`src/rtl/dpram_fifo_pkg.sv`:
```
// rtl/dpram_fifo_pkg.sv - shared geometry for the 128x8 dual-port RAM FIFO
package dpram_fifo_pkg;
  localparam int DATA_W = 8;
  localparam int ADDR_W = 7;
  localparam int DEPTH  = 128;
  localparam int CNT_W  = 8;
endpackage

```
`src/rtl/dpram_fifo_ctrl.sv`:
```
// rtl/dpram_fifo_ctrl.sv - FIFO controller driving an external dpram_128x8
// Optional sticky ovf/udf error flags enabled by DPRAM_FIFO_CTRL_ERR_EN.
module dpram_fifo_ctrl
  import dpram_fifo_pkg::*;
#(
  parameter int AFULL_LVL  = 120,
  parameter int AEMPTY_LVL = 8
) (
  input  logic              clk,
  input  logic              RN,
  input  logic              flush,
  input  logic              push,
  input  logic [DATA_W-1:0] push_data,
  input  logic              pop,
  output logic              pop_valid,
  output logic [DATA_W-1:0] pop_data,
  output logic              full,
  output logic              empty,
  output logic              afull,
  output logic              aempty,
  output logic [CNT_W-1:0]  count,
  output logic              ram_wen,
  output logic [ADDR_W-1:0] ram_waddr,
  output logic [DATA_W-1:0] ram_wdata,
  output logic              ram_ren,
  output logic [ADDR_W-1:0] ram_raddr,
  input  logic [DATA_W-1:0] ram_rdata,
  output logic              ovf,
  output logic              udf,
  input  logic              err_clr
);
  localparam logic [CNT_W-1:0] FULL_C   = CNT_W'(DEPTH);
  localparam logic [CNT_W-1:0] AFULL_C  = CNT_W'(AFULL_LVL);
  localparam logic [CNT_W-1:0] AEMPTY_C = CNT_W'(AEMPTY_LVL);

  logic [ADDR_W-1:0] wptr, rptr;
  logic [CNT_W-1:0]  count_nxt;
  logic              push_acc, pop_acc;

  // flush takes priority: any request in the flush cycle is dropped
  assign push_acc  = push && !full && !flush;
  assign pop_acc   = pop && !empty && !flush;

  assign ram_wen   = push_acc;
  assign ram_waddr = wptr;
  assign ram_wdata = push_data;
  assign ram_ren   = pop_acc;
  assign ram_raddr = rptr;
  assign pop_data  = ram_rdata;

  always_comb begin
    count_nxt = count;
    if (flush)                 count_nxt = '0;
    else if (push_acc && !pop_acc) count_nxt = count + 1'b1;
    else if (pop_acc && !push_acc) count_nxt = count - 1'b1;
  end

  // flags are registered from count_nxt so they always agree with count
  always_ff @(posedge clk or negedge RN) begin
    if (!RN) begin
      wptr      <= '0;
      rptr      <= '0;
      count     <= '0;
      pop_valid <= 1'b0;
      full      <= 1'b0;
      empty     <= 1'b1;
      afull     <= 1'b0;
      aempty    <= 1'b1;
    end else begin
      if (flush) begin
        wptr <= '0;
        rptr <= '0;
      end else begin
        if (push_acc) wptr <= wptr + 1'b1;
        if (pop_acc)  rptr <= rptr + 1'b1;
      end
      count     <= count_nxt;
      pop_valid <= pop_acc;
      full      <= (count_nxt == FULL_C);
      empty     <= (count_nxt == '0);
      afull     <= (count_nxt >= AFULL_C);
      aempty    <= (count_nxt <= AEMPTY_C);
    end
  end

`ifdef DPRAM_FIFO_CTRL_ERR_EN
  always_ff @(posedge clk or negedge RN) begin
    if (!RN) begin
      ovf <= 1'b0;
      udf <= 1'b0;
    end else begin
      if (push && full && !flush) ovf <= 1'b1;
      else if (err_clr)           ovf <= 1'b0;
      if (pop && empty && !flush) udf <= 1'b1;
      else if (err_clr)           udf <= 1'b0;
    end
  end
`else
  logic unused_err_clr;
  assign unused_err_clr = err_clr;
  assign ovf = 1'b0;
  assign udf = 1'b0;
`endif
endmodule

```
`config.mk`:
```
export PLATFORM = sky130hd
export DESIGN_NAME = dpram_fifo_ctrl
export DESIGN_NICKNAME = d
export VERILOG_FILES = /design/src/rtl/dpram_fifo_pkg.sv /design/src/rtl/dpram_fifo_ctrl.sv
export SDC_FILE = /design/constraint.sdc
export NUM_CORES = 1
export LEC_CHECK = 0
export ABC_AREA = 1
export CAP_MARGIN = 0
export CORE_MARGIN = 3
export CORE_UTILIZATION = 30
export CTS_BUF_LIST = sky130_fd_sc_hd__clkbuf_8
export DETAILED_ROUTE_END_ITERATION = 8
export REMOVE_ABC_BUFFERS = 1
export SLEW_MARGIN = 20
export SYNTH_ARGS = -nofsm -noshare
export SYNTH_HDL_FRONTEND = slang
export SYNTH_SLANG_ARGS = --single-unit
```
`constraint.sdc`:
```
create_clock -name clk -period 1.3 [get_ports clk]
set_input_delay 0.26 -clock clk [delete_from_list [all_inputs] [get_ports clk]]
set_output_delay 0.26 -clock clk [all_outputs]
set_load 0.05 [all_outputs]
```
==> results.txt <==
- The internal power of the cells totals 1.997 mW.
* Reg-to-Reg Start: empty
* Total congestion overflow after global routing: 0
* Most numerous cell in the Yosys netlist: nand2_1
- Clock period minus worst slack: 1.654 ns
- For the worst setup path, the data required time is 1.50 ns.
- Die Ht: 82.36 µm
* Peak fanout along the critical path: 5
- Vias after detailed routing: 1,739
- Based on the critical path, the design can be clocked at up to 604.7 MHz.
* Yosys top cell area share: 0.3577
- The final number of hold-violating endpoints came to 0.
- Reg2Reg Setup Slack: -0.35 ns
- Summing every instance area after synthesis gives 1749 µm².
* Vias per Instance: 4.637
- Core area: 5574 µm²
- Final Worst Setup Slack: -0.3537 ns
* GRT Total Usage: 0.1518
- Starting DRC count in detailed routing: 77
- Hold-fix buffer count after cts: 0
- Routed wire length per instance: 13.10 µm
- Final hold slack: 0.3398 ns
- The tool flagged a number of max-cap violations equal to 0.
- For this design the ratio of total power to cell area is 1101 nW/µm².
- Number of antenna violations at the first check in global routing: 0
- Maximum level of the CTS H-tree: 1
- Of the total power, the share spent switching nets is 0.3916.
- After synthesis, the share of flip-flops with an asynchronous set or reset is 1.000.
- Count of boundary I/O pins: 69
- Die Footprint: 6783 µm²
- Max IR drop VDD: 0.4406 mV
* Leakage power total: 1.455 nW
* Final worst path period share: 1.272
- The netlist uses 28 different library cells.
- After the last flow step, the layout net total stands at 330.
- After synthesis the netlist holds a flip-flop and latch count of 27.
- Summing internal, switching and leakage power gives 3.282 mW.
* Clock power share: 0.144
* Path depth of the worst reg2reg path: 10
- Insertion delay of the later-clocked pin in the worst-skew pair: 0.27 ns
- Type of destination of the critical path: flop
* Pins over their slew limit: 0
* Wire length of the first global-routing pass: 7997 µm
- Cell Rows: 27
- Counting tap cells, the placed design contains a total of 361 instances.
- After clock tree synthesis, the clock-pin slew on the worst setup and hold paths is 0.09 ns.
* Slowest stage cell on the critical path: dfstp_2
* Clock root buffer master: clkbuf_8
* Switching power: 1.285 mW
- Initial Utilization: 0.3138
* Number of buffers created by CTS: 3
- Adding up every negative setup slack in the final design gives -3.399 ns.
- The number of global-route vias before repair came to 1,756.
- The first detailed-routing pass ran for 4 iterations.
- Once detailed placement completed, the half-perimeter wirelength came to 3645 µm.
* Filler-free cell count of the finished design: 375
- Relative to the synthesized area, the layout overhead comes to 70.46%.
- Entering global routing, the biggest net connects 28 pins.
- CP Cell Sequence: nor2_4 > buf_6 > nor2_4 > buf_6 > nand2_1 > nand3_2 > nand2_2 > nor2_2 > nand2_1 > nor2_1
- DRT Wirelength: 4912 µm
- Sequential cell area fraction in the yosys report: 0.3877
* Top flip-flop cell by instance count after synthesis: dfrtp_1
- The tightest min-delay check is of the in2async type.
- Bufs on Longest Clock Path: 2
- The floorplan step set the die width to 82.36 µm.
- Input/output buffers: 33
- Largest cells by area after synthesis: dfrtp_1 36%, nand2_1 10%, buf_4 7.7%, nand3_1 7.4%, inv_1 6.9%
* Remaining antenna violation count after routing: 0
- The run finished, with violations left.
* Yosys Warn Count: 0
- Routability-driven placement finished with a final weighted congestion of 0.9687.
- DRC Markers: 0
- The share of total power dissipated in combinational logic is 0.539.
* Maximum cell stage delay along the critical path: 0.59 ns
- Setup violations remaining at the end of the flow were counted as 17.
* Fraction of layout instances using a drive strength above 1: 0.4884
- Placement-stage worst setup slack: -0.6234 ns
- Register share of total power: 0.317
- The endpoint identified for the worst register-to-register timing path is full.
* Violated checks: negative setup slack
* Filler Cells Inserted: 505
- The worst setup path is launched from a flop.
* Mean Syn Cell Area: 7.572 µm²
- Commonest cells in the synthesized netlist: 47 x nand2_1, 32 x inv_1, 26 x nand3_1
* Number of enable flip-flop cells after synthesis: 0
* Type of the worst setup path: reg2reg
- Clock skew on the completed layout was measured at 0.003384 ns.
- Clock tree from TritonCTS: yes
* Dominant cell type by area after synthesis: dfrtp_1
* Setup repair after global routing missed its margin: true
* Post-synthesis instance total: 231
- 0 antenna diodes ended up in the layout.
- Worst Path Arrival: 1.86 ns
- Clock sink total: 27
-- how the worst max path moves through the flow --
| stage | start | end | slack, ns | depth (start not counted) |
|---|---|---|---|---|
| final | empty | full | -0.35 | 10 |
| after global routing | count[1] | empty | -0.43 | 9 |
| after CTS | empty | empty | -0.35 | 9 |
| after detailed placement | pop | empty | -0.62 | 11 |
| after global placement | pop | empty | -0.55 | 11 |
| after floorplan | empty | aempty | -0.54 | 9 |
-- area by class of cell --
type,instances,area (µm²),area share
Clock buffer,3,41.29,0.01385
Clock inverter,1,3.754,0.001259
Inverter,36,140.1,0.04700
Multi-Input combinational cell,148,915.9,0.3072
Sequential cell,27,683.2,0.2291
Tap cell,72,90.09,0.03021
Timing Repair Buffer,88,1107,0.3714
-- cell families after synthesis --
group / synth area share
adder cells (fa/ha/maj): 0.02861
AO/OA/AOI/OAI: 0.06367
AND/OR/NAND/NOR: 0.3326
flip-flops: 0.3877
other: 0.002144
multiplexers: 0.005723
XOR/XNOR: 0.01502
buffers and inverters: 0.1645
-- layer usage --
layer,wire length (µm),up-vias,global-route usage,part of all wire
li1,-,849,-,-
met1,2050,822,0.1942,0.42
met2,2480,62,0.2484,0.50
met3,332,6,0.04772,0.068
met4,48,0,0.03654,0.0098
met5,0,-,0,0
-- layout by cell type (no fill, tap or decap), types with 11 or more instances in the layout --
cell type / instances
buf_12: 31
buf_4: 39
buf_6: 14
dfrtp_1: 21
inv_1: 24
inv_2: 11
nand2_1: 42
nand3_1: 16
nand3_2: 13
nor2_1: 17
-- state kept, by name (all words and copies together), names as in the netlist --
| register | cells |
|---|---|
| ram_waddr | 7 |
| pop_valid | 1 |
| empty | 1 |
| full | 1 |
| count | 8 |
| afull | 1 |
| aempty | 1 |
| ram_raddr | 7 |
-- per-stage QoR --
stage                     utilization  cell area (µm²)
after floorplan                     -             1603
after global placement         0.4801             2676
after detailed placement       0.4801             2676
after CTS                      0.5169             2882
after global routing           0.5349             2982
final                          0.5349             2982
-- worst max-delay path: cells and delay by family, from the launching register on --
family / cells / cell delay (ns)
AND/OR/NAND/NOR: 8 / 0.75
buffers and inverters: 2 / 0.25
flip-flops: 1 / 0.59
-- power groups by stage --
stage	combinational [mW]	clock, mW	sequential, mW
after global routing	1.89	0.549	1.06
after global placement	1.55	0	1.05
after floorplan	0.455	0	1.34
final	1.77	0.472	1.04
after CTS	1.69	0.484	1.04
after detailed placement	1.56	0	1.05
-- what timing repair did --
| action | CTS | global route |
|---|---|---|
| endpoints found under the setup margin | 22 | 26 |
| pin swaps | 20 | 14 |
| buffers inserted | 5 | 7 |
| resized for setup | 45 | 22 |
Power figures use the tool's default switching activity.
